--- config.mk ---
export PLATFORM = sky130hd
export DESIGN_NAME = ysyx_23060025_ifu_queue_stage
export DESIGN_NICKNAME = d
export VERILOG_FILES = /design/src/rtl/ysyx_23060025_ifu_queue_stage_pkg.sv /design/src/rtl/ysyx_23060025_ifu_fifo.sv /design/src/rtl/ysyx_23060025_ifu_queue_stage.sv
export SDC_FILE = /design/constraint.sdc
export NUM_CORES = 1
export LEC_CHECK = 0
export BUFFER_PORTS_ARGS = -buffer_cell sky130_fd_sc_hd__buf_4
export CAP_MARGIN = 20
export CORE_ASPECT_RATIO = 0.9
export CORE_UTILIZATION = 40
export CTS_CLUSTER_DIAMETER = 40
export CTS_CLUSTER_SIZE = 30
export DETAILED_ROUTE_END_ITERATION = 6
export PLACE_DENSITY_LB_ADDON = 0.15
export SYNTH_ARGS = -nofsm -noshare
export SYNTH_HDL_FRONTEND = slang
export SYNTH_SLANG_ARGS = --single-unit
--- constraint.sdc ---
create_clock -name clock -period 5.57 [get_ports clock]
set_clock_uncertainty 0.2 [all_clocks]
set_input_delay 0.8355 -clock clock [delete_from_list [all_inputs] [get_ports clock]]
set_output_delay 0.8355 -clock clock [all_outputs]
set_load 0.05 [all_outputs]
--- src/rtl/ysyx_23060025_ifu_queue_stage_pkg.sv ---
// Shared constants for the decoupled fetch stage: reset PC, default bus widths
// and the fetch FSM state encoding.
package ysyx_23060025_ifu_queue_stage_pkg;

   localparam int          DEF_ADDR_WIDTH    = 32;
   localparam int          DEF_DATA_WIDTH    = 32;
   localparam int          FS_TO_DS_DATA_BUS = DEF_DATA_WIDTH + DEF_ADDR_WIDTH;
   localparam logic [31:0] PC_RESET_VAL      = 32'h3000_0000;

   typedef enum logic [1:0] {
      FS_IDLE = 2'd0,
      FS_WAIT = 2'd1,
      FS_HALT = 2'd2
   } fs_state_e;

endpackage

--- src/rtl/ysyx_23060025_ifu_fifo.sv ---
// Circular {inst,pc} queue between the icache and the IDU.
// Clear has priority over push and pop; DEPTH must be a power of two.
module ysyx_23060025_ifu_fifo #(
   parameter int WIDTH = 64,
   parameter int DEPTH = 4,
   localparam int PW   = $clog2(DEPTH),
   localparam int CW   = $clog2(DEPTH) + 1
) (
   input  logic             clock,
   input  logic             reset,
   input  logic             push_i,
   input  logic [WIDTH-1:0] push_data_i,
   input  logic             pop_i,
   input  logic             clear_i,
   output logic [WIDTH-1:0] head_data_o,
   output logic [CW-1:0]    count_o,
   output logic             full_o,
   output logic             empty_o
);

   logic [WIDTH-1:0] mem_q [DEPTH];
   logic [WIDTH-1:0] mem_d [DEPTH];
   logic [PW-1:0]    wr_ptr_q, wr_ptr_d;
   logic [PW-1:0]    rd_ptr_q, rd_ptr_d;
   logic [CW-1:0]    count_q, count_d;

   always_comb begin
      mem_d    = mem_q;
      wr_ptr_d = wr_ptr_q;
      rd_ptr_d = rd_ptr_q;
      count_d  = count_q;
      if (clear_i) begin
         wr_ptr_d = '0;
         rd_ptr_d = '0;
         count_d  = '0;
      end else begin
         if (push_i) begin
            mem_d[wr_ptr_q] = push_data_i;
            wr_ptr_d        = wr_ptr_q + 1'b1;
         end
         if (pop_i) begin
            rd_ptr_d = rd_ptr_q + 1'b1;
         end
         count_d = count_q + CW'(push_i) - CW'(pop_i);
      end
   end

   always_ff @(posedge clock) begin
      if (!reset) begin
         for (int i = 0; i < DEPTH; i++) begin
            mem_q[i] <= '0;
         end
         wr_ptr_q <= '0;
         rd_ptr_q <= '0;
         count_q  <= '0;
      end else begin
         mem_q    <= mem_d;
         wr_ptr_q <= wr_ptr_d;
         rd_ptr_q <= rd_ptr_d;
         count_q  <= count_d;
      end
   end

   assign head_data_o = mem_q[rd_ptr_q];
   assign count_o     = count_q;
   assign full_o      = (count_q == CW'(DEPTH));
   assign empty_o     = (count_q == '0);

endmodule

--- src/rtl/ysyx_23060025_ifu_queue_stage.sv ---
// Decoupled fetch stage: one icache request in flight, epoch-tagged responses, DEPTH-entry queue to IDU.
// Optional IFU_QUEUE_BYPASS_EN lets a response reach the IDU in the same cycle when the queue is empty.
module ysyx_23060025_ifu_queue_stage
   import ysyx_23060025_ifu_queue_stage_pkg::*;
#(
   parameter int ADDR_WIDTH = 32,
   parameter int DATA_WIDTH = 32,
   parameter int DEPTH      = 4,
   parameter logic [ADDR_WIDTH-1:0] RESET_PC = ADDR_WIDTH'(PC_RESET_VAL)
) (
   input  logic                           clock,
   input  logic                           reset,
   input  logic                           ds_allowin_i,
   output logic                           fs_to_ds_valid_o,
   output logic [DATA_WIDTH+ADDR_WIDTH-1:0] if_to_id_bqu_bus_o,
   input  logic                           idu_valid_i,
   input  logic                           idu_flush_i,
   input  logic [ADDR_WIDTH-1:0]          idu_flush_pc_i,
   input  logic                           ebreak_flag_i,
   output logic [ADDR_WIDTH-1:0]          bpu_pc_o,
   input  logic [ADDR_WIDTH-1:0]          bpu_pc_predict_i,
   output logic                           out_psel,
   output logic [ADDR_WIDTH-1:0]          out_paddr,
   input  logic                           out_pready,
   input  logic [DATA_WIDTH-1:0]          out_prdata
);

   localparam int BW = DATA_WIDTH + ADDR_WIDTH;
   localparam int CW = $clog2(DEPTH) + 1;

   fs_state_e             state_q, state_d;
   logic [ADDR_WIDTH-1:0] fetch_pc_q, fetch_pc_d;
   logic [ADDR_WIDTH-1:0] paddr_q, paddr_d;
   logic                  epoch_q, epoch_d;
   logic                  req_epoch_q, req_epoch_d;

   logic          flush, resp_ok, space, issue;
   logic          fifo_push, fifo_pop, fifo_full, fifo_empty;
   logic [CW-1:0] fifo_count;
   logic [CW:0]   next_count;
   logic [BW-1:0] fifo_head, resp_entry;

   assign flush      = idu_flush_i & idu_valid_i;
   assign resp_ok    = (state_q == FS_WAIT) & out_pready & (req_epoch_q == epoch_q) & ~flush;
   assign resp_entry = {out_prdata, paddr_q};

`ifdef IFU_QUEUE_BYPASS_EN
   logic bypass;
   assign bypass             = fifo_empty & resp_ok;
   assign fs_to_ds_valid_o   = ~flush & (~fifo_empty | bypass);
   assign if_to_id_bqu_bus_o = ~fs_to_ds_valid_o ? '0 : (fifo_empty ? resp_entry : fifo_head);
   assign fifo_pop           = fs_to_ds_valid_o & ds_allowin_i & ~fifo_empty;
   assign fifo_push          = resp_ok & ~(bypass & ds_allowin_i) & (~fifo_full | fifo_pop);
`else
   assign fs_to_ds_valid_o   = ~fifo_empty & ~flush;
   assign if_to_id_bqu_bus_o = fs_to_ds_valid_o ? fifo_head : '0;
   assign fifo_pop           = fs_to_ds_valid_o & ds_allowin_i;
   assign fifo_push          = resp_ok & (~fifo_full | fifo_pop);
`endif

   // Occupancy after this cycle's push/pop decides whether another request can be launched.
   assign next_count = {1'b0, fifo_count} + {{CW{1'b0}}, fifo_push} - {{CW{1'b0}}, fifo_pop};
   assign space      = next_count < (CW+1)'(DEPTH);

   ysyx_23060025_ifu_fifo #(
      .WIDTH (BW),
      .DEPTH (DEPTH)
   ) u_fifo (
      .clock       (clock),
      .reset       (reset),
      .push_i      (fifo_push),
      .push_data_i (resp_entry),
      .pop_i       (fifo_pop),
      .clear_i     (flush),
      .head_data_o (fifo_head),
      .count_o     (fifo_count),
      .full_o      (fifo_full),
      .empty_o     (fifo_empty)
   );

   always_comb begin
      state_d     = state_q;
      fetch_pc_d  = fetch_pc_q;
      paddr_d     = paddr_q;
      epoch_d     = epoch_q;
      req_epoch_d = req_epoch_q;
      issue       = 1'b0;
      case (state_q)
         FS_IDLE: begin
            if (!flush) begin
               if (ebreak_flag_i) begin
                  state_d = FS_HALT;
               end else if (space) begin
                  issue   = 1'b1;
                  state_d = FS_WAIT;
               end
            end
         end
         FS_WAIT: begin
            if (out_pready) begin
               if (space && !ebreak_flag_i && !flush) begin
                  issue = 1'b1;
               end else if (ebreak_flag_i && !flush) begin
                  state_d = FS_HALT;
               end else begin
                  state_d = FS_IDLE;
               end
            end
         end
         FS_HALT: begin
            if (flush) begin
               state_d = FS_IDLE;
            end
         end
         default: state_d = FS_IDLE;
      endcase
      if (issue) begin
         paddr_d     = fetch_pc_q;
         req_epoch_d = epoch_q;
         fetch_pc_d  = bpu_pc_predict_i;
      end
      // Issue never coincides with a flush, so the redirect always wins the next PC.
      if (flush) begin
         epoch_d    = ~epoch_q;
         fetch_pc_d = idu_flush_pc_i;
      end
   end

   always_ff @(posedge clock) begin
      if (!reset) begin
         state_q     <= FS_IDLE;
         fetch_pc_q  <= RESET_PC;
         paddr_q     <= '0;
         epoch_q     <= 1'b0;
         req_epoch_q <= 1'b0;
      end else begin
         state_q     <= state_d;
         fetch_pc_q  <= fetch_pc_d;
         paddr_q     <= paddr_d;
         epoch_q     <= epoch_d;
         req_epoch_q <= req_epoch_d;
      end
   end

   assign out_psel  = (state_q == FS_WAIT);
   assign out_paddr = paddr_q;
   assign bpu_pc_o  = fetch_pc_q;

endmodule

**Word level (Yosys, flattened, before mapping)**

Index checks and enable logic that the tools add are counted.

- Input bits: 103
- Bits in registers: 331

- Mux-type cells: 23
- $lt $le $gt $ge: 4
- Eq/ne operators: 9
- Bitwise logic cells: 15
- Reductions and logical operators: 12
- Add/sub/neg operators: 6

Operators by type and width:

| operator | number |
|---|---|
| 256-bit bitwise mux | 1 |
| 64-bit 2-to-1 mux | 4 |
| 64-bit binary-select mux with 2-bit select | 1 |
| 64-bit demux with 2-bit select | 1 |
| 32-bit 2-to-1 mux | 2 |
| 2-bit 2-to-1 mux | 7 |
| 1-bit bitwise AND | 7 |
| 3-bit greater-or-equal comparator (second input constant) | 2 |
| 2-bit inequality test (second input constant) | 3 |
| 2-bit inverter with 3-bit output | 2 |
| 2-bit case mux with 3 select lines | 1 |
| 1-bit 2-to-1 mux | 5 |
| 1-bit inverter | 5 |
| 5-bit AND reduction | 1 |
| 2-bit by 1-bit adder with 2-bit output (second input constant) | 2 |
| 3-bit by 1-bit adder with 4-bit output | 1 |
| 1-bit logical AND | 4 |
| 4-bit by 3-bit less-than comparator with 1-bit output (second input constant) | 1 |
| 4-bit by 1-bit subtractor with 4-bit output | 1 |
| 3-bit by 1-bit adder with 3-bit output | 1 |
| 3-bit equality test (second input constant) | 1 |
| 3-bit zero test | 1 |
| 3-bit by 1-bit less-than comparator with 1-bit output (second input constant) | 1 |
| 3-bit inequality test (second input constant) | 1 |
| 12 further kinds | 13 |

**Logic depth before layout (Yosys ltp)**

Gate-level depths: netlist (run 1).

- Depth in word-level cells: 16
- Depth in mapped cells: 15
- Gate-level depth less buffers: 12

**Hierarchy**

Synthesis (run 1) repeated with hierarchy kept, for this count alone.

- Cells, all modules: 1456
- Area, all modules: 15011.9 um2

Modules (own cells, without submodules):

| module | seq. area each (um2) | area an instance (um2) | cells an instance | times used |
|---|---|---|---|---|
| ysyx_23060025_ifu_fifo | 5265.0 | 11273.3 | 1016 | 1 |
| ysyx_23060025_ifu_queue_stage | 1361.3 | 3738.6 | 440 | 1 |

**Worst setup path before layout (run 1)**

OpenSTA, ideal clock, no wires.

- Path type: input to register
- Start point: input idu_flush_i
- End point: register fetch_pc_q[14], in the netlist bpu_pc_o[14]
- Data required time: 5.300 ns
- Stages on the path: 15
- Buffers on the path: 3
- Path slack: 1.932 ns
- Library setup time: 0.070 ns
- Arrival: 3.368 ns
- Cells stage by stage: and2_1 > buf_6 > a31oi_1 > and2_1 > ha_1 > inv_1 > ha_1 > fa_1 > xnor2_1 > nand2b_1 > a21oi_1 > buf_2 > buf_1 > a31oi_1 > a21oi_1

- Cells in the longest elaborated chain, start to end: 15

RTL lines:

| what | line | source |
|---|---|---|
| from (decl) | ysyx_23060025_ifu_queue_stage.sv:17 | `input logic idu_flush_i,` |
| 1-bit bitwise AND (*) | ysyx_23060025_ifu_queue_stage.sv:43 | `assign flush = idu_flush_i & idu_valid_i;` |
| 1-bit inverter (no source line) (*) | - |  |
| 1-bit bitwise AND (*) | ysyx_23060025_ifu_queue_stage.sv:55 | `assign fs_to_ds_valid_o = ~fifo_empty & ~flush;` |
| 1-bit bitwise AND (*) | ysyx_23060025_ifu_queue_stage.sv:57 | `assign fifo_pop = fs_to_ds_valid_o & ds_allowin_i;` |
| named net fifo_pop | ysyx_23060025_ifu_queue_stage.sv:38 | `logic fifo_push, fifo_pop, fifo_full, fifo_empty;` |
| 1-bit bitwise OR | ysyx_23060025_ifu_queue_stage.sv:58 | `assign fifo_push = resp_ok & (~fifo_full \| fifo_pop);` |
| 1-bit bitwise AND | ysyx_23060025_ifu_queue_stage.sv:58 |  |
| 3-bit by 1-bit adder with 4-bit output | ysyx_23060025_ifu_queue_stage.sv:62 | `assign next_count = {1'b0, fifo_count} + {{CW{1'b0}}, fifo_push} - {{CW{1'b0}}, fifo_pop};` |
| 4-bit by 1-bit subtractor with 4-bit output (*) | ysyx_23060025_ifu_queue_stage.sv:62 |  |
| 4-bit by 3-bit less-than comparator with 1-bit output (*) | ysyx_23060025_ifu_queue_stage.sv:63 | `assign space = next_count < (CW+1)'(DEPTH);` |
| 1-bit logical AND (2 in series) | ysyx_23060025_ifu_queue_stage.sv:101 | `if (space && !ebreak_flag_i && !flush) begin` |
| 1-bit 2-to-1 mux | ysyx_23060025_ifu_queue_stage.sv:101 |  |
| 1-bit 2-to-1 mux | ysyx_23060025_ifu_queue_stage.sv:100 | `if (out_pready) begin` |
| 1-bit case mux with 2 select lines (*) | ysyx_23060025_ifu_queue_stage.sv:88 | `case (state_q)` |
| 2-bit nonzero test (no source line) (*) | - |  |
| to (signal assigned) | ysyx_23060025_ifu_queue_stage.sv:138 | `fetch_pc_q <= fetch_pc_d;` |
| to (decl) | ysyx_23060025_ifu_queue_stage.sv:32 | `logic [ADDR_WIDTH-1:0] fetch_pc_q, fetch_pc_d;` |

The timed path passes the listed nets; every way through them passes the cells marked *.
A chain may end at the register's enable or synchronous reset.

**Final worst setup path (run 1)**

- Start point: register u_fifo.rd_ptr_q[0]
- End point: output if_to_id_bqu_bus_o[17]

- Cells in the longest elaborated chain, start to end: 5

RTL lines:

| what | line | source |
|---|---|---|
| from (decl) | ysyx_23060025_ifu_fifo.sv:24 | `logic [PW-1:0] rd_ptr_q, rd_ptr_d;` |
| from (signal assigned) | ysyx_23060025_ifu_fifo.sv:59 | `rd_ptr_q <= rd_ptr_d;` |
| 2-bit inverter with 3-bit output (implied by the code) | ysyx_23060025_ifu_fifo.sv:64 | `assign head_data_o = mem_q[rd_ptr_q];` |
| 64-bit binary-select mux with 2-bit select | ysyx_23060025_ifu_fifo.sv:64 |  |
| 64-bit 2-to-1 mux (implied by the code) (2 in series) | ysyx_23060025_ifu_fifo.sv:64 |  |
| 64-bit 2-to-1 mux | ysyx_23060025_ifu_queue_stage.sv:56 | `assign if_to_id_bqu_bus_o = fs_to_ds_valid_o ? fifo_head : '0;` |
| to (decl) | ysyx_23060025_ifu_queue_stage.sv:15 | `output logic [DATA_WIDTH+ADDR_WIDTH-1:0] if_to_id_bqu_bus_o,` |

No other way between the ends. The select of a mux whose other input is x is not followed.

==> Implementation_results.wiki, run 1 <==
{| class="wikitable"
! Metric !! Value
|-
| Result of the run || finished clean
|-
| Final estimated routing congestion in global placement || between 0.7 and 0.8
|-
| Die Outline Area || approximately 0.038 mm^2
|-
| Proportion of total power due to net switching || a little over a third
|-
| Launch point of the critical path || u_fifo.rd_ptr_q[0]
|-
| Growth of design area from synthesis to finish || 24.7%
|-
| Number of optimization iterations in the first detailed-route pass || 5
|-
| Half-perimeter wire length of the detailed placement result || between 20000 and 25000 um
|-
| Multi-input gate area || 0.00751 mm^2
|-
| Actual slew at the worst max-slew pin || ~0.96 ns
|-
| Clock network latency to the later pin of the worst-skew pair || around 0.55 ns
|-
| Detailed-route via count || 12.5k
|-
| Number of flops mapped to enable cells by yosys || 0
|-
| Congestion Overflow GR || 0
|-
| Vias per std cell || around 5.3
|-
| Number of antenna violations at the first check in global routing || 2
|-
| All-layer global routing usage || 23.0%
|-
| Ordered cell list for the critical path || buf_12, mux4_2, and2_1, buf_4
|-
| Total power per unit cell area || 436 mW/mm^2
|-
| Clk root buf || sky130_fd_sc_hd__clkbuf_16
|-
| Post-route minimum period || ~3.7 ns
|-
| Number of hold-slack violations in the final timing report || 0
|-
| Required @ worst endpoint || approximately 4.5 ns
|-
| Number of nets in the final layout || just under 2k
|-
| Number of DRC markers after the initial detailed-route iteration || ~700
|-
| Sum of negative setup slack || 0 ns
|-
| Class of the worst hold path || register to register
|-
| Endpoint arrival time on the critical path || roughly 2.7 ns
|-
| Sequential cell area fraction in the yosys report || between 40% and 50%
|-
| Count of fill cells added during filler insertion || between 3k and 4k
|-
| Critical Path Slowest Stage Cell || sky130_fd_sc_hd__dfxtp_4
|-
| Area of the placeable core || between 0.03 and 0.04 mm^2
|-
| Cells on Worst Hold Path || 2
|-
| WL final || around 44000 um
|-
| Final period utilization || between 60% and 70%
|-
| Worst-path clk slew || 0.06 ns
|-
| Asr flop ratio synth || 0%
|-
| Mapped Nets || between 1.5k and 2k
|-
| Switching power summed over all nets || around 0.0028 W
|-
| Sequential share of power || between 30% and 40%
|-
| Crit Path Category || register to primary output
|-
| Pin count of the biggest net entering global routing || 118
|-
| Most frequently used flop master after synthesis || sky130_fd_sc_hd__dfxtp_1
|-
| Internal Dissipation || around 0.0052 W
|-
| Top cells by area in the synthesized netlist || sky130_fd_sc_hd__dfxtp_1 (45%), sky130_fd_sc_hd__nand2_1 (13%), sky130_fd_sc_hd__a21boi_1 (12%)
|-
| Non-Filler Cell Area, Final || 0.0185 mm^2
|-
| Netlist Area Pre-Place || around 0.015 mm^2
|-
| CP Max Fanout || 39
|-
| Post-CTS setup buffer count || 0
|-
| Final routed wire length divided by cell count || between 15 and 20 um
|-
| Wire length of the first global-routing pass || 68600 um
|-
| Maximum frequency from static timing analysis || approximately 270 MHz
|-
| Setup violation total in the final timing report || 0
|-
| Number of different library cells in the post-synthesis netlist || 32
|-
| Via count of the first global-routing pass || roughly 12k
|-
| Worst ir drop on vdd || 342 uV
|-
| Sequential cell area in the final layout || about 0.0066 mm^2
|-
| Die width || 205 um
|-
| DR DRC count || 0
|-
| Sink Count || 331
|-
| Reported leakage power || between 6 and 7 nW
|-
| Antenna-violating nets left || 0
|-
| Level count of the clock H-tree || 2
|-
| Row count || between 60 and 70
|-
| Max_cap viols || 0
|-
| Fraction of power consumed by combinational cells || 26.6%
|-
| Most area-hungry cell type in the Yosys netlist || sky130_fd_sc_hd__dfxtp_1
|-
| CTS Hold Buffers Added || 0
|-
| Count of buffers inserted at the top-level ports || approximately 230
|-
| Count of pins on the block boundary || ~230
|-
| Critical path launch point type || register
|-
| Initial Utilization || 40.9%
|-
| Crit path capture type || primary output
|-
| Fraction of synthesized cell area taken by the top area cell type || roughly 45%
|-
| Avg Synthesized Cell Area || between 8 and 9 um^2
|-
| Proportion of layout cells with a drive suffix above 1 || roughly 22%
|-
| Hold path start || u_fifo.mem_q[126]
|-
| FF-to-FF Start || u_fifo.count_o[2]
|-
| Logic depth of the worst register-to-register path || 11
|-
| Post-placement cell area || between 0.015 and 0.02 mm^2
|-
| Power share of the clock group || 39.4%
|-
| Headroom to the max-slew limit || approximately 36%
|-
| TritonCTS Buffers || 47
|-
| RSZ-0062 raised after global routing || false
|-
| TritonCTS clock tree || done
|-
| Max-slew violation total from the final report || 0
|-
| Height of the die || approximately 180 um
|-
| #FFs+latches synth || ~330
|-
| Number of standard cells after synthesis || between 1.5k and 2k
|-
| Max Buffers Root-to-Sink || 3
|-
| Max incr delay on CP || approximately 0.77 ns
|-
| Warnings, synthesis || 0
|-
| Quantity of gates resized following cts || 0
|}
==> cells in the mapped netlist, drive strengths merged, types with 8 or more instances <==
| cell type | number |
|---|---|
| a21boi | 289 |
| a31oi | 31 |
| mux4 | 64 |
| buf | 44 |
| nand2 | 517 |
| clkbuf | 101 |
| dfxtp | 331 |
| o21ai | 93 |
| ha | 8 |
| nand3 | 40 |
| a21oi | 35 |
| and2 | 68 |
==> critical path: cells and delay by family (launching register included) <==
family	cells	cell delay (ns)
mux	1	0.56
flops	1	0.77
simple gates	1	0.21
buf+inv	2	0.61
==> kinds of logic after synthesis <==
logic type	after synthesis	synth area share (%)
adders and majority gates	9	0.809
AOI/OAI and AO/OA	454	20.6
buffers and inverters	152	5.28
xor gates and xnor gates	6	0.354
DFF	331	44.6
and+or+nand+nor	654	18.6
muxes	64	9.71
==> path summary, 6_finish.rpt <==
kind	endpoint	slack, ns
worst min register to register	u_fifo.mem_q[126]	0.25
worst max-delay path	if_to_id_bqu_bus_o[17]	1.82
worst min-delay path	u_fifo.mem_q[126]	0.25
worst max register to register	bpu_pc_o[29]	2.04
==> area by class of cell <==
type / count / share of cell area (%)
inverter: 7 / 0.142
clock buffer: 60 / 7.16
clock inverter: 26 / 2.03
tap: 476 / 3.22
antenna: 2 / 0.0270
timing repair buffer: 254 / 11.0
multi-input combinational: 1187 / 40.5
sequential: 331 / 35.8
==> per-layer routing <==
layer,share of wire [%],vias to the layer above,GRT usage (%)
met3,5.6,51,4.47
met4,1.5,0,5.78
met5,0,-,0
li1,-,6004,-
met2,45,318,36.4
met1,48,6116,31.9
==> metrics by stage <==
| step | hold slack (ns) | cells | setup WS, ns | utilization [%] | power [W] |
|---|---|---|---|---|---|
| floorplan | 0.232 | 1670 | 1.93 | - | 0.00416 |
| global placement | 0.237 | 2249 | 1.38 | 45.9 | 0.00487 |
| detailed placement | 0.243 | 2249 | 1.23 | 45.9 | 0.00489 |
| CTS | 0.250 | 2335 | 1.73 | 50.6 | 0.00808 |
| global route | 0.262 | 2343 | 1.68 | 51.0 | 0.00841 |
| finish | 0.249 | 2343 | 1.82 | 51.0 | 0.00808 |
==> cells in the final DEF, fill, tap and decap left out, types with 30 or more instances in the layout <==
| cell type | Yosys | final |
|---|---|---|
| sky130_fd_sc_hd__a21boi_0 | 45 | 45 |
| sky130_fd_sc_hd__a21boi_1 | 244 | 244 |
| sky130_fd_sc_hd__a21oi_1 | 35 | 34 |
| sky130_fd_sc_hd__a31oi_1 | 31 | 30 |
| sky130_fd_sc_hd__and2_1 | 68 | 68 |
| sky130_fd_sc_hd__buf_4 | 4 | 243 |
| sky130_fd_sc_hd__clkbuf_16 | 0 | 48 |
| sky130_fd_sc_hd__dfxtp_1 | 331 | 329 |
| sky130_fd_sc_hd__mux4_2 | 64 | 64 |
| sky130_fd_sc_hd__nand2_1 | 517 | 516 |
| sky130_fd_sc_hd__nand3_1 | 36 | 36 |
| sky130_fd_sc_hd__o21ai_0 | 93 | 93 |
==> registers in the layout, summed over array words and instances, names as in the netlist <==
register and count:
u_fifo.mem_q 256, bpu_pc_o 32, out_paddr 32, u_fifo.count_o 3
state_q 2, u_fifo.rd_ptr_q 2, u_fifo.wr_ptr_q 2, epoch_q 1
req_epoch_q 1
==> power groups by stage <==
| stage | Sequential (W) | Combinational (W) | Clock [W] |
|---|---|---|---|
| final | 0.00274 | 0.00215 | 0.00318 |
| after global routing | 0.00277 | 0.00229 | 0.00335 |
| after CTS | 0.00274 | 0.00210 | 0.00324 |
| after detailed placement | 0.00279 | 0.00210 | 0 |
| after global placement | 0.00279 | 0.00208 | 0 |
| after floorplan | 0.00309 | 0.00107 | 0 |
Note: power is estimated with default switching activity, not from simulation.
==> inputs of run 2 (changes only) <==
==> constraint.sdc (replaced) <==
create_clock -name clock -period 3.8 [get_ports clock]
set_clock_uncertainty 0.2 [all_clocks]
set_input_delay 0.57 -clock clock [delete_from_list [all_inputs] [get_ports clock]]
set_output_delay 0.57 -clock clock [all_outputs]
set_load 0.05 [all_outputs]
==> run 2 against run 1 <==
Effect of this change:
- sequential share of layout area is 0.31 points lower
- first-iteration DRC count is 8.3% lower
- clock-buffer cell count is 6 lower
- via count is 0.53% higher
- global-route usage is 0.43 points higher
- utilization is 0.44 points higher
- non-clock buffer count is 13 higher
- worst setup slack worse by 1.3 ns
- combinational power is 48% higher
- register-to-register slack worse by 1.4 ns
- critical endpoint is now if_to_id_bqu_bus_o[49]
- largest cell class unchanged
==> Implementation_results.wiki, run 2 (synthesis results as in run 1) <==
{| class="wikitable"
! Metric !! Value
|-
| Result of the run || finished clean (unchanged)
|-
| Worst slack at placement || 0.305 ns (was 1.23 ns)
|-
| Detailed-route via count || 12.6k (was 12.5k)
|-
| Growth of design area from synthesis to finish || 25.8% (was 24.7%)
|-
| Via count of the first global-routing pass || 12.3k (was 12.0k)
|-
| Max-slew violation total from the final report || 0 (unchanged)
|-
| Count of pins on the block boundary || 233 (unchanged)
|-
| Final period utilization || 85.2%
|-
| Number of nets in the final layout || 1954 (was 1940)
|-
| Clk root buf || sky130_fd_sc_hd__clkbuf_16 (unchanged)
|-
| Worst ir drop on vdd || 440 uV (was 342 uV)
|-
| Quantity of gates resized following cts || 0 (unchanged)
|-
| Number of antenna violations at the first check in global routing || 0 (was 2)
|-
| Total power per unit cell area || 643 mW/mm^2 (was 436 mW/mm^2)
|-
| Hold Worst Slack || 0.0818 ns (was 0.249 ns)
|-
| Worst-path clk slew || 0.06 ns (about the same)
|-
| Switching power summed over all nets || 0.00426 W (was 0.00285 W)
|-
| Final setup margin || 0.561 ns (was 1.82 ns)
|-
| Proportion of total power due to net switching || 35.5% (was 35.2%)
|-
| CTS Hold Buffers Added || 0 (unchanged)
|-
| Class of the worst hold path || input port to register (was register to register)
|-
| WL final || 44100 um (was 43800 um)
|-
| RSZ-0062 raised after global routing || false (unchanged)
|-
| Wire length of the first global-routing pass || 69500 um (was 68600 um)
|-
| Post-CTS setup buffer count || 0 (unchanged)
|-
| Half-perimeter wire length of the detailed placement result || 25900 um (was 24500 um)
|-
| Sequential share of power || 33.4% (was 34.0%)
|-
| Level count of the clock H-tree || 2 (unchanged)
|-
| Overall power of the completed layout || 0.0120 W (was 0.00808 W)
|-
| TritonCTS clock tree || done (unchanged)
|-
| Maximum frequency from static timing analysis || 309 MHz
|-
| Worst R2R Setup Slack || 0.69 ns (was 2.04 ns)
|-
| Clock network latency to the later pin of the worst-skew pair || 0.56 ns (was 0.55 ns)
|-
| Number of DRC markers after the initial detailed-route iteration || 644 (was 702)
|-
| Reported leakage power || 6.75 nW (was 6.67 nW)
|-
| Largest Register || u_fifo.mem_q (unchanged)
|-
| Number of optimization iterations in the first detailed-route pass || 5 (unchanged)
|-
| Number of cells in the finished layout apart from fillers || 2357 (was 2343)
|-
| Row count || 66 (unchanged)
|-
| Cell total after placement || 2267 (was 2249)
|-
| All-layer global routing usage || 23.4% (was 23.0%)
|-
| Headroom to the max-slew limit || 33.1% (was 35.9%)
|-
| Initial Utilization || 40.9% (unchanged)
|-
| CP Max Fanout || 28 (was 39)
|-
| Required @ worst endpoint || 3.03 ns (was 4.53 ns)
|-
| Die Outline Area || 0.0379 mm^2 (unchanged)
|-
| Antenna diode instance count || 0 (was 2)
|-
| Max Buffers Root-to-Sink || 3 (unchanged)
|-
| Sum of negative setup slack || 0 ns (unchanged)
|-
| Crit Path Category || register to primary output (unchanged)
|-
| Height of the die || 185 um (unchanged)
|-
| Die width || 205 um (unchanged)
|-
| Post-route minimum period || 3.24 ns
|-
| Internal Dissipation || 0.00775 W (was 0.00523 W)
|-
| Congestion Overflow GR || 0 (unchanged)
|-
| Actual slew at the worst max-slew pin || 1.00 ns (was 0.960 ns)
|-
| Count of buffers inserted at the top-level ports || 232 (unchanged)
|-
| Vias per std cell || 5.33 (about the same)
|-
| Number of flip-flops under the largest register name || 256 (unchanged)
|-
| Highest-count cells in the layout ignoring fill and taps || sky130_fd_sc_hd__nand2_1 (516), sky130_fd_sc_hd__dfxtp_1 (329), sky130_fd_sc_hd__buf_4 (254) (was sky130_fd_sc_hd__nand2_1 (516), sky130_fd_sc_hd__dfxtp_1 (329), sky130_fd_sc_hd__a21boi_1 (244))
|-
| Antenna-violating nets left || 0 (unchanged)
|-
| Sink Count || 331 (unchanged)
|-
| Setup violation total in the final timing report || 0 (unchanged)
|-
| Max_cap viols || 0 (unchanged)
|-
| Power share of the clock group || 40.0% (was 39.4%)
|-
| Most frequent standard cell in the layout excluding fill and tap cells || sky130_fd_sc_hd__nand2_1 (unchanged)
|-
| Cells on Worst Hold Path || 3 (was 2)
|-
| DR DRC count || 0 (unchanged)
|-
| Endpoint arrival time on the critical path || 2.47 ns (was 2.71 ns)
|-
| Crit path capture type || primary output (unchanged)
|-
| Proportion of layout cells with a drive suffix above 1 || 23.2% (was 22.3%)
|-
| Pin count of the biggest net entering global routing || 142 (was 118)
|-
| Fraction of power consumed by combinational cells || 26.6% (about the same)
|-
| Critical path launch point type || register (unchanged)
|-
| Final routed wire length divided by cell count || 18.7 um (about the same)
|-
| Logic depth of the worst register-to-register path || 13 (was 11)
|-
| TritonCTS Buffers || 48 (was 47)
|-
| Area of the placeable core || 0.0363 mm^2 (unchanged)
|-
| Final estimated routing congestion in global placement || 0.770 (was 0.728)
|-
| Number of hold-slack violations in the final timing report || 0 (unchanged)
|}
-- run 2: worst paths after layout --
path                                    startpoint                endpoint
worst min-delay path                 out_prdata[0]        u_fifo.mem_q[96]
worst max-delay path            u_fifo.rd_ptr_q[0]  if_to_id_bqu_bus_o[49]
worst max register to register   u_fifo.count_o[1]           out_paddr[19]
worst min register to register   u_fifo.mem_q[127]       u_fifo.mem_q[127]
-- run 2: power groups by stage --
stage / registers, W / logic (W) / clock network [W]
after floorplan: 0.00453 / 0.00156 / 0
after global placement: 0.00408 / 0.00318 / 0
after detailed placement: 0.00408 / 0.00321 / 0
after CTS: 0.00401 / 0.00322 / 0.00490
after global routing: 0.00405 / 0.00343 / 0.00504
final: 0.00401 / 0.00319 / 0.00480
-- run 2: worst max-delay path: stages, from the launching register on --
cell                      delay (ns)
sky130_fd_sc_hd__dfxtp_4        0.64
sky130_fd_sc_hd__buf_12         0.32
sky130_fd_sc_hd__mux4_2         0.55
sky130_fd_sc_hd__and2_1         0.18
sky130_fd_sc_hd__buf_4          0.19
-- run 2: final cells by class --
cell class | count | area [um^2]
clock buffer | 54 | 1310
clock inverter | 35 | 448
fill | 3445 | 17700
inverter | 7 | 26.3
multi-input combinational | 1187 | 7510
sequential | 331 | 6630
tap | 476 | 596
timing repair buffer | 267 | 2160
-- run 2: layer usage --
metal	up-vias	track usage, %	routed length [um]
li1	6036	-	-
met1	6139	32.2	20500
met2	320	37.7	20500
met3	60	4.47	2410
met4	0	5.57	726
met5	-	0	0
-- run 2: per-stage QoR --
stage | utilization (%) | cell area, um^2
global placement | 46.5 | 16900
floorplan | - | 14800
global route | 51.4 | 18700
finish | 51.4 | 18700
detailed placement | 46.5 | 16900
CTS | 51.3 | 18700
==> inputs of run 3 (changes only) <==
--- a/config.mk
+++ b/config.mk
@@ -7,7 +7,6 @@
 export LEC_CHECK = 0
 export BUFFER_PORTS_ARGS = -buffer_cell sky130_fd_sc_hd__buf_4
 export CAP_MARGIN = 20
-export CORE_ASPECT_RATIO = 0.9
 export CORE_UTILIZATION = 40
 export CTS_CLUSTER_DIAMETER = 40
 export CTS_CLUSTER_SIZE = 30
==> run 3 against run 2 <==
Effect of this change:
- clock power about the same
- worst setup slack got worse by 0.065 ns
- total power down 0.26%
- fmax down 2.0%
- sequential power about the same
- non-clock buffer count shrank 2
- clock-buffer cell count is 4 higher
- critical endpoint is now if_to_id_bqu_bus_o[34]
- largest cell class unchanged
- largest power group unchanged
==> Implementation_results.wiki, run 3 (synthesis results as in run 1) <==
{| class="wikitable"
! Metric !! Value
|-
| Die Outline Area || 0.0379 mm^2 (about the same)
|-
| Number of antenna violations at the first check in global routing || 0 (unchanged)
|-
| Sequential share of power || 33.5% (was 33.4%)
|-
| Half-perimeter wire length of the detailed placement result || 25700 um (was 25900 um)
|-
| TritonCTS Buffers || 50 (was 48)
|-
| Class of the worst hold path || input port to register (unchanged)
|-
| Quantity of gates resized following cts || 0 (unchanged)
|-
| Result of the run || finished clean (unchanged)
|-
| Total power per unit cell area || 641 mW/mm^2 (was 643 mW/mm^2)
|-
| Most frequent standard cell in the layout excluding fill and tap cells || sky130_fd_sc_hd__nand2_1 (unchanged)
|-
| Crit Path Category || register to primary output (unchanged)
|-
| Overall power of the completed layout || 0.0120 W (about the same)
|-
| Worst slack at placement || 0.276 ns (was 0.305 ns)
|-
| Power share of the clock group || 40.1% (was 40.0%)
|-
| Congestion Overflow GR || 0 (unchanged)
|-
| Critical path launch point type || register (unchanged)
|-
| Max_cap viols || 0 (unchanged)
|-
| Row count || 70 (was 66)
|-
| CTS Hold Buffers Added || 0 (unchanged)
|-
| Internal Dissipation || 0.00775 W (about the same)
|-
| Detailed-route via count || 12.4k (was 12.6k)
|-
| Proportion of total power due to net switching || 35.2% (was 35.5%)
|-
| Max incr delay on CP || 0.61 ns (was 0.64 ns)
|-
| CP Max Fanout || 19 (was 28)
|-
| TritonCTS clock tree || done (unchanged)
|-
| All-layer global routing usage || 22.8% (was 23.4%)
|-
| Post-CTS setup buffer count || 0 (unchanged)
|-
| Max-slew violation total from the final report || 0 (unchanged)
|-
| Logic depth of the worst register-to-register path || 13 (unchanged)
|-
| Maximum frequency from static timing analysis || 303 MHz (was 309 MHz)
|-
| Fraction of power consumed by combinational cells || 26.4% (was 26.6%)
|-
| Critical Path Most Common Cell || sky130_fd_sc_hd__buf_4
|-
| Number of hold-slack violations in the final timing report || 0 (unchanged)
|-
| Worst-path clk slew || 0.06 ns (about the same)
|-
| Post-route minimum period || 3.30 ns (was 3.24 ns)
|-
| WL final || 43400 um (was 44100 um)
|-
| Highest-count cells in the layout ignoring fill and taps || sky130_fd_sc_hd__nand2_1 (516), sky130_fd_sc_hd__dfxtp_1 (329), sky130_fd_sc_hd__buf_4 (251) (was sky130_fd_sc_hd__nand2_1 (516), sky130_fd_sc_hd__dfxtp_1 (329), sky130_fd_sc_hd__buf_4 (254))
|-
| Endpoint arrival time on the critical path || 2.53 ns (was 2.47 ns)
|-
| Required @ worst endpoint || 3.03 ns (about the same)
|-
| Final period utilization || 86.9% (was 85.2%)
|-
| Clock network latency to the later pin of the worst-skew pair || 0.56 ns (about the same)
|-
| Count of fill cells added during filler insertion || 3379 (was 3445)
|-
| Final setup margin || 0.496 ns (was 0.561 ns)
|-
| DR DRC count || 0 (unchanged)
|-
| Cells on Worst Hold Path || 3 (unchanged)
|-
| Setup violation total in the final timing report || 0 (unchanged)
|-
| Critical Path Slowest Stage Cell || sky130_fd_sc_hd__dfxtp_4 (unchanged)
|-
| Number of DRC markers after the initial detailed-route iteration || 758 (was 644)
|-
| Max Buffers Root-to-Sink || 3 (unchanged)
|-
| Wire length of the first global-routing pass || 69200 um (was 69500 um)
|-
| Sum of negative setup slack || 0 ns (unchanged)
|-
| Ordered cell list for the critical path || buf_4, mux4_2, and2_1, buf_4 (was buf_12, mux4_2, and2_1, buf_4)
|-
| Antenna diode instance count || 0 (unchanged)
|-
| FF-to-FF Start || u_fifo.count_o[1] (unchanged)
|-
| Clk root buf || sky130_fd_sc_hd__clkbuf_16 (unchanged)
|-
| Sink Count || 331 (unchanged)
|-
| Reported leakage power || 6.75 nW (about the same)
|-
| Hold path start || idu_flush_pc_i[13] (was out_prdata[0])
|-
| Number of flip-flops under the largest register name || 256 (unchanged)
|-
| Number of optimization iterations in the first detailed-route pass || 5 (unchanged)
|-
| Initial Utilization || 40.6% (was 40.9%)
|-
| Pin count of the biggest net entering global routing || 136 (was 142)
|-
| Final estimated routing congestion in global placement || 0.740 (was 0.770)
|-
| Vias per std cell || 5.29 (was 5.33)
|-
| Height of the die || 195 um (was 185 um)
|-
| Count of pins on the block boundary || 233 (unchanged)
|-
| Crit path capture type || primary output (unchanged)
|-
| Actual slew at the worst max-slew pin || 0.770 ns (was 1.00 ns)
|-
| Hold endpoint || bpu_pc_o[13] (was u_fifo.mem_q[96])
|-
| Area of the placeable core || 0.0365 mm^2 (was 0.0363 mm^2)
|-
| RSZ-0062 raised after global routing || false (unchanged)
|-
| Switching power summed over all nets || 0.00422 W (was 0.00426 W)
|-
| Level count of the clock H-tree || 2 (unchanged)
|-
| Growth of design area from synthesis to finish || 25.8% (about the same)
|-
| Worst R2R Setup Slack || 0.65 ns (was 0.69 ns)
|-
| Crit Reg-Reg Endpoint || out_paddr[18] (was out_paddr[19])
|-
| Die width || 195 um (was 205 um)
|-
| Proportion of layout cells with a drive suffix above 1 || 23.0% (was 23.2%)
|-
| Final routed wire length divided by cell count || 18.5 um (was 18.7 um)
|-
| Via count of the first global-routing pass || 12.4k (was 12.3k)
|-
| Largest Register || u_fifo.mem_q (unchanged)
|-
| Number of nets in the final layout || 1954 (unchanged)
|-
| Antenna-violating nets left || 0 (unchanged)
|-
| Worst ir drop on vdd || 633 uV (was 440 uV)
|-
| Headroom to the max-slew limit || 48.7% (was 33.1%)
|-
| Count of buffers inserted at the top-level ports || 232 (unchanged)
|}
[run 3: worst max-delay path: cells and delay by family, from the launching register on]
kind	cells	cell delay, ns
DFF	1	0.61
buffers and inverters	2	0.61
muxes	1	0.55
and+or+nand+nor	1	0.19
[run 3: stage by stage]
step / hold WS [ns] / cell area (um^2) / utilization [%] / cells
final: 0.0812 / 18700 / 51.1 / 2349
after global routing: 0.0721 / 18700 / 51.1 / 2349
after CTS: 0.0563 / 18700 / 51.1 / 2348
after detailed placement: 0.243 / 16900 / 46.2 / 2257
after global placement: 0.236 / 16900 / 46.2 / 2257
after floorplan: 0.232 / 14800 / - / 1670
[run 3: final cells by class]
cell class | instances | area (um^2) | area share (%)
Clock buffer | 58 | 1330 | 7.13
Clock inverter | 33 | 438 | 2.34
Inverter | 7 | 26.3 | 0.141
Multi-Input combinational cell | 1187 | 7510 | 40.2
Sequential cell | 331 | 6630 | 35.5
Tap cell | 468 | 586 | 3.13
Timing Repair Buffer | 265 | 2160 | 11.5
[run 3: how the worst max path moves through the flow]
| stage | slack [ns] | end | from | cells after the start |
|---|---|---|---|---|
| 2_1_floorplan | 0.43 | bpu_pc_o[14] | idu_flush_i | 15 |
| 3_3_place_gp | 0.36 | out_paddr[6] | idu_flush_i | 14 |
| 3_5_place_dp | 0.28 | out_paddr[18] | idu_valid_i | 14 |
| 4_1_cts | 0.39 | if_to_id_bqu_bus_o[34] | u_fifo.rd_ptr_q[0] | 4 |
| 5_1_grt | 0.35 | if_to_id_bqu_bus_o[34] | u_fifo.rd_ptr_q[0] | 4 |
| 6_report | 0.50 | if_to_id_bqu_bus_o[34] | u_fifo.rd_ptr_q[0] | 4 |
[run 3: power by group through the flow]
stage / Combinational, W / Sequential (W) / Clock (W)
after global routing: 0.00339 / 0.00405 / 0.00506
final: 0.00316 / 0.00401 / 0.00481
after CTS: 0.00318 / 0.00401 / 0.00490
after detailed placement: 0.00317 / 0.00408 / 0
after floorplan: 0.00156 / 0.00453 / 0
after global placement: 0.00315 / 0.00408 / 0
[run 3: layer usage]
metal	up-vias	share of wire (%)	track usage [%]	wire length (um)
met5	-	0	0	0
met3	54	6.5	4.70	2820
li1	6037	-	-	-
met1	6011	45	30.1	19600
met2	334	47	38.0	20300
met4	0	1.6	5.61	716
